### config.mk
export PLATFORM = sky130hd
export DESIGN_NAME = execute_stage
export DESIGN_NICKNAME = d
export VERILOG_FILES = /design/src/rtl/riscv_pkg.sv /design/src/rtl/alu.sv /design/src/rtl/execute_stage.sv
export SDC_FILE = /design/constraint.sdc
export NUM_CORES = 1
export LEC_CHECK = 0
export CORE_MARGIN = 2
export CORE_UTILIZATION = 36
export CTS_CLUSTER_SIZE = 40
export DETAILED_ROUTE_END_ITERATION = 10
export PLACE_DENSITY = 0.72
export SLEW_MARGIN = 20
export SYNTH_ARGS = -nofsm -noshare
export SYNTH_HDL_FRONTEND = slang
export SYNTH_HIERARCHICAL = 1
export SYNTH_SLANG_ARGS = --single-unit
### constraint.sdc
create_clock -name clk -period 9.05 [get_ports clk]
set_clock_uncertainty 0.15 [all_clocks]
set_input_delay 0.905 -clock clk [delete_from_list [all_inputs] [get_ports clk]]
set_output_delay 0.905 -clock clk [all_outputs]
set_load 0.01 [all_outputs]
### src/rtl/riscv_pkg.sv
`default_nettype none
// ============================================================================
// Module      : riscv_pkg
// Description : Shared widths and encodings for the RISC-V execute stage.
// Revision    : 1.0 - initial release
// ============================================================================
package riscv_pkg;

  localparam int XLEN   = 32;
  localparam int REG_AW = 5;

  localparam logic [2:0] ALU_ADD  = 3'b000;
  localparam logic [2:0] ALU_SUB  = 3'b001;
  localparam logic [2:0] ALU_AND  = 3'b010;
  localparam logic [2:0] ALU_OR   = 3'b011;
  localparam logic [2:0] ALU_XOR  = 3'b100;
  localparam logic [2:0] ALU_SLT  = 3'b101;
  localparam logic [2:0] ALU_SLTU = 3'b110;
  localparam logic [2:0] ALU_SLL  = 3'b111;

  localparam logic [1:0] FWD_RF  = 2'b00;
  localparam logic [1:0] FWD_WB  = 2'b01;
  localparam logic [1:0] FWD_MEM = 2'b10;

  localparam logic [1:0] RESULT_ALU = 2'b00;
  localparam logic [1:0] RESULT_MEM = 2'b01;
  localparam logic [1:0] RESULT_PC4 = 2'b10;

  localparam logic [2:0] F3_BEQ  = 3'b000;
  localparam logic [2:0] F3_BNE  = 3'b001;
  localparam logic [2:0] F3_BLT  = 3'b100;
  localparam logic [2:0] F3_BGE  = 3'b101;
  localparam logic [2:0] F3_BLTU = 3'b110;
  localparam logic [2:0] F3_BGEU = 3'b111;

endpackage
`default_nettype wire

### src/rtl/alu.sv
`default_nettype none
// ============================================================================
// Module      : alu
// Description : Integer ALU for the execute stage, with a subtract-based Zero.
// Revision    : 1.0 - initial release
// ============================================================================
module alu #(
  parameter int XLEN = riscv_pkg::XLEN
) (
  input  logic [XLEN-1:0] i_src_a,
  input  logic [XLEN-1:0] i_src_b,
  input  logic [2:0]      i_alu_control,
  output logic [XLEN-1:0] o_result,
  output logic            o_zero
);
  import riscv_pkg::*;

  localparam int SHAMT_W = $clog2(XLEN);

  logic [XLEN-1:0] w_diff;
  logic            w_lt;
  logic            w_ltu;

  assign w_diff = i_src_a - i_src_b;
  assign w_lt   = $signed(i_src_a) < $signed(i_src_b);
  assign w_ltu  = i_src_a < i_src_b;
  assign o_zero = (w_diff == '0);

  always_comb begin
    o_result = '0;
    case (i_alu_control)
      ALU_ADD:  o_result = i_src_a + i_src_b;
      ALU_SUB:  o_result = w_diff;
      ALU_AND:  o_result = i_src_a & i_src_b;
      ALU_OR:   o_result = i_src_a | i_src_b;
      ALU_XOR:  o_result = i_src_a ^ i_src_b;
      ALU_SLT:  o_result = {{(XLEN-1){1'b0}}, w_lt};
      ALU_SLTU: o_result = {{(XLEN-1){1'b0}}, w_ltu};
      ALU_SLL:  o_result = i_src_a << i_src_b[SHAMT_W-1:0];
      default:  o_result = '0;
    endcase
  end

endmodule
`default_nettype wire

### src/rtl/execute_stage.sv
`default_nettype none
// ============================================================================
// Module      : execute_stage
// Description : RISC-V EX stage: operand forwarding, ALU, branch resolution
//               and the EX/MEM pipeline register.
// Revision    : 1.0 - initial release
// ============================================================================
module execute_stage #(
  parameter int XLEN   = riscv_pkg::XLEN,
  parameter int REG_AW = riscv_pkg::REG_AW
) (
  input  logic              clk,
  input  logic              rst,
  input  logic              RegWriteE,
  input  logic [1:0]        ResultSrcE,
  input  logic              MemWriteE,
  input  logic              BranchE,
  input  logic              JumpE,
  input  logic              ALUSrcE,
  input  logic [2:0]        ALUControlE,
  input  logic [2:0]        Funct3E,
  input  logic [XLEN-1:0]   RD1_E,
  input  logic [XLEN-1:0]   RD2_E,
  input  logic [XLEN-1:0]   PCE,
  input  logic [XLEN-1:0]   PCPlus4E,
  input  logic [XLEN-1:0]   ImmExtE,
  input  logic [REG_AW-1:0] RD_E,
  input  logic [XLEN-1:0]   ResultW,
  input  logic [1:0]        ForwardAE,
  input  logic [1:0]        ForwardBE,
  output logic              PCSrcE,
  output logic [XLEN-1:0]   PCTargetE,
  output logic              RegWriteM,
  output logic              MemWriteM,
  output logic [1:0]        ResultSrcM,
  output logic [REG_AW-1:0] RD_M,
  output logic [XLEN-1:0]   ALU_ResultM,
  output logic [XLEN-1:0]   WriteDataM,
  output logic [XLEN-1:0]   PCPlus4M
);
  import riscv_pkg::*;

  logic [XLEN-1:0]   w_src_a;
  logic [XLEN-1:0]   w_fwd_b;
  logic [XLEN-1:0]   w_src_b;
  logic [XLEN-1:0]   w_alu_result;
  logic              w_zero;
  logic              w_lt;
  logic              w_ltu;
  logic              w_branch_cond;

  logic              r_reg_write_m;
  logic              r_mem_write_m;
  logic [1:0]        r_result_src_m;
  logic [REG_AW-1:0] r_rd_m;
  logic [XLEN-1:0]   r_alu_result_m;
  logic [XLEN-1:0]   r_write_data_m;
  logic [XLEN-1:0]   r_pc_plus4_m;

  // MEM-stage forwarding reads the already-registered previous result.
  always_comb begin
    w_src_a = RD1_E;
    case (ForwardAE)
      FWD_WB:  w_src_a = ResultW;
      FWD_MEM: w_src_a = r_alu_result_m;
      default: w_src_a = RD1_E;
    endcase
  end

  always_comb begin
    w_fwd_b = RD2_E;
    case (ForwardBE)
      FWD_WB:  w_fwd_b = ResultW;
      FWD_MEM: w_fwd_b = r_alu_result_m;
      default: w_fwd_b = RD2_E;
    endcase
  end

  assign w_src_b = ALUSrcE ? ImmExtE : w_fwd_b;

  alu #(.XLEN(XLEN)) u_alu (
    .i_src_a       (w_src_a),
    .i_src_b       (w_src_b),
    .i_alu_control (ALUControlE),
    .o_result      (w_alu_result),
    .o_zero        (w_zero)
  );

  assign w_lt  = $signed(w_src_a) < $signed(w_src_b);
  assign w_ltu = w_src_a < w_src_b;

  always_comb begin
    w_branch_cond = 1'b0;
    case (Funct3E)
      F3_BEQ:  w_branch_cond = w_zero;
      F3_BNE:  w_branch_cond = ~w_zero;
      F3_BLT:  w_branch_cond = w_lt;
      F3_BGE:  w_branch_cond = ~w_lt;
      F3_BLTU: w_branch_cond = w_ltu;
      F3_BGEU: w_branch_cond = ~w_ltu;
      default: w_branch_cond = 1'b0;
    endcase
  end

  assign PCSrcE    = JumpE | (BranchE & w_branch_cond);
  assign PCTargetE = PCE + ImmExtE;

  // No enable or flush: wrong-path squashing happens upstream in ID/EX.
  always_ff @(posedge clk or negedge rst) begin
    if (!rst) begin
      r_reg_write_m  <= 1'b0;
      r_mem_write_m  <= 1'b0;
      r_result_src_m <= RESULT_ALU;
      r_rd_m         <= '0;
      r_alu_result_m <= '0;
      r_write_data_m <= '0;
      r_pc_plus4_m   <= '0;
    end else begin
      r_reg_write_m  <= RegWriteE;
      r_mem_write_m  <= MemWriteE;
      r_result_src_m <= ResultSrcE;
      r_rd_m         <= RD_E;
      r_alu_result_m <= w_alu_result;
      r_write_data_m <= w_fwd_b;
      r_pc_plus4_m   <= PCPlus4E;
    end
  end

  assign RegWriteM   = r_reg_write_m;
  assign MemWriteM   = r_mem_write_m;
  assign ResultSrcM  = r_result_src_m;
  assign RD_M        = r_rd_m;
  assign ALU_ResultM = r_alu_result_m;
  assign WriteDataM  = r_write_data_m;
  assign PCPlus4M    = r_pc_plus4_m;

endmodule
`default_nettype wire

==> flow_metrics.env <==
export IMPL_htree_levels=3
export IMPL_drtIter0Drc=2043
export IMPL_worst_hold_path_type="input port to asynchronous set/reset pin"
export IMPL_cts_clk_slew_worst_paths_ns=0.07
export IMPL_cts_setup_buffers=0
export IMPL_intPower_w=0.00149
export IMPL_criticalPathCategory="input port to output port"
export IMPL_portBuffers=353
export IMPL_hpwl_microns=52300
export IMPL_grt_max_degree=70
export IMPL_yosys_area_share_xor_xnor_pct=3.23
export IMPL_grt_pass1_wl_microns=95900
export IMPL_final_cell_mix="clkdlybuf4s50_1, nor2_1, a21oi_1"
export IMPL_drv_cap=0
export IMPL_fp_dieH_microns=202
export IMPL_initial_core_util_pct=36.5
export IMPL_nFillCells=3738
export IMPL_final_common_cell="clkdlybuf4s50_1"
export IMPL_core_sq_um=38600
export IMPL_drt_pass1_iterations=8
export IMPL_sw_frac_of_total_pct=47.6
export IMPL_synth_largest_area_cell="dfrtp_1"
export IMPL_slew_violations=0
export IMPL_setup_viol=0
export IMPL_seq_power_share_pct=20.4
export IMPL_synth_compound_area_share_pct=33.0
export IMPL_synthesis_nets=2265
export IMPL_synth_adder_area_share_pct=14.9
export IMPL_synth_top_family_by_area="compound AO/OA/AOI/OAI gates"
export IMPL_synth_mux_area_share_pct=4.97
export IMPL_yosys_warnings=6
export IMPL_clk_latency_ns=0.37
export IMPL_cts_tree="built"
export IMPL_ys_seq_area_share_pct=18.6
export IMPL_async_flop_share_pct=100
export IMPL_cts_sinks=105
export IMPL_synthTopCellsByArea="dfrtp_1, ha_1, a21oi_1"
export IMPL_cts_made_buffers=9
export IMPL_max_slew_margin_pct=36.8
export IMPL_grt_pass1_vias=15700
export IMPL_antenna_found_initial=7
export IMPL_synth_ff_type="dfrtp_1"
export IMPL_stdcell_count=2735
export IMPL_rsz0062_at_grt="false"
export IMPL_root_buffer="clkbuf_16"
export IMPL_ys_types=96
export IMPL_synthCells=1883
export IMPL_p_sw_w=0.00135
export IMPL_seqCellArea_sq_um=2630
export IMPL_area_growth_pct=32.2
export IMPL_cp_start_kind="input port"
export IMPL_worst_path_max_fanout=32
export IMPL_leakage_nw=8.21
export IMPL_dpl_cell_count=2712
export IMPL_drive_gt1_share_pct=7.38
export IMPL_gp_congestion=1.02
export IMPL_multi_input_area_sq_um=10400
export IMPL_cp_arrival_ns=7.45
export IMPL_cts_max_path_buffers=2
export IMPL_endpoint_kind="output port"
export IMPL_avgViaCountPerCell=6.05
export IMPL_synth_top_area_share_pct=18.6
export IMPL_netlist_area_sq_um=14100
export IMPL_dieWidth_microns=202
export IMPL_fin_tns_setup_ns=0
export IMPL_post_cts_resized=0
export IMPL_power_density_nw_per_um2=152
export IMPL_rows=72
export IMPL_pwr_share_clk_pct=13.6
export IMPL_timing_final_crit_period_ns=8.51
export IMPL_hold_viol=0
export IMPL_status="finished, final reports clean"
export IMPL_required_ns=8.00
export IMPL_grt_usage_pct=30.3
export IMPL_final_nets=2587
export IMPL_avgSynthCellArea_sq_um=7.49
export IMPL_synth_simple_area_share_pct=17.1
export IMPL_wire_per_inst_microns=23.5
export IMPL_ios=354
export IMPL_die_area_sq_um=40800
export IMPL_vias=16600
export IMPL_drc=0
export IMPL_grt_overflow=0
export IMPL_power_frac_comb_pct=66.0
export IMPL_cts_hold_buf=0
export IMPL_finalCritPeriodShare_pct=94.0
export IMPL_ys_seq_elements=105
export IMPL_clock_fmax_ghz=0.118
export IMPL_wirelength_microns=64400
export IMPL_tightest_slew_ns=0.940
export IMPL_vdd_drop_max_mv=0.108
export IMPL_postRouteAntennaNets=0
export IMPL_synth_edf_count=0
[registers in the layout, indices dropped and copies added (netlist names)]
name and count:
ALU_ResultM 32, PCPlus4M 32, WriteDataM 32, RD_M 5, ResultSrcM 2, MemWriteM 1, RegWriteM 1
[path summary, 6_finish.rpt]
| kind | start | endpoint | slack, ns | cells past startpoint |
|---|---|---|---|---|
| setup / recovery | ForwardBE[0] | PCSrcE | 0.54 | 26 |
| hold / removal | rst | PCPlus4M[23] | 0.33 | 1 |
| setup reg to reg | ALU_ResultM[0] | ALU_ResultM[0] | 3.74 | 15 |
| hold reg to reg | ALU_ResultM[13] | WriteDataM[13] | 0.55 | 4 |
| max in group asynchronous | rst | ALU_ResultM[4] | 7.10 | 2 |
| min in group clk | ALU_ResultM[13] | WriteDataM[13] | 0.55 | 4 |
[power groups by stage]
stage                     Clock [W]  Combinational, W  Sequential (W)
after floorplan                   0           0.00103        0.000604
after global placement            0           0.00181        0.000589
after detailed placement          0           0.00182        0.000590
after CTS                  0.000398           0.00183        0.000580
after global routing       0.000418           0.00199        0.000587
final                      0.000388           0.00188        0.000581
[cell families (layout without fill, tap and decap cells)]
kind of cell    after synthesis  in the layout
buf+inv                     296            623
simple gates                527            527
xor+xnor                     52             52
fa+ha+maj                   166            166
flops                       105            105
mux                          47             47
compound gates              690            690
other cells                   0              7
[layout make-up]
| cell class | count | area share [%] |
|---|---|---|
| Timing Repair Buffer | 423 | 21.7 |
| Clock buffer | 10 | 1.23 |
| Sequential cell | 105 | 14.1 |
| Multi-Input combinational cell | 1482 | 55.5 |
| Inverter | 184 | 3.70 |
| Tap cell | 518 | 3.47 |
| Antenna cell | 7 | 0.0939 |
| Clock inverter | 6 | 0.275 |
[per-stage QoR]
stage	hold slack [ns]	util, %	worst slack (ns)	power [W]	area [sq um]
floorplan	0.459	-	1.65	0.00164	14100
global placement	0.500	47.5	0.607	0.00240	18400
detailed placement	0.516	47.5	0.723	0.00240	18400
CTS	0.330	48.2	0.718	0.00280	18600
global route	0.347	48.3	0.209	0.00300	18700
finish	0.326	48.3	0.540	0.00284	18700
[worst max-delay path: stages]
cell	delay (ns)
clkdlybuf4s50_1	0.47
inv_1	0.09
ha_2	0.68
a22oi_1	0.28
nor2_1	0.17
a21oi_1	0.07
o21a_1	0.25
inv_1	0.15
inv_1	0.11
ha_1	0.42
nor2_2	0.20
a211oi_2	0.13
a21oi_2	0.24
a21oi_2	0.11
o31a_2	0.35
o21bai_1	0.53
a41oi_2	0.28
o21a_1	0.28
xnor2_1	0.15
a221oi_1	0.23
o311a_1	0.33
xnor2_1	0.15
nor3_1	0.06
a21o_1	0.15
a21o_1	0.17
clkdlybuf4s50_1	0.47
[cell usage after synthesis, types with 38 or more instances]
library cell	instances
xnor2_1	40
o21ai_0	109
a21o_1	38
inv_1	174
dfrtp_1	105
a22oi_1	67
nor2_1	191
clkbuf_1	77
ha_1	163
a21oi_1	188
o21a_1	38
nand2_1	172
[layer usage]
metal,up-vias,wire (microns),global-route usage (%)
li1,7472,-,-
met1,7817,25500,39.3
met2,1097,29500,49.7
met3,169,6700,5.79
met4,0,2690,12.1
met5,-,0,0
Note: power is estimated with default switching activity, not from simulation.
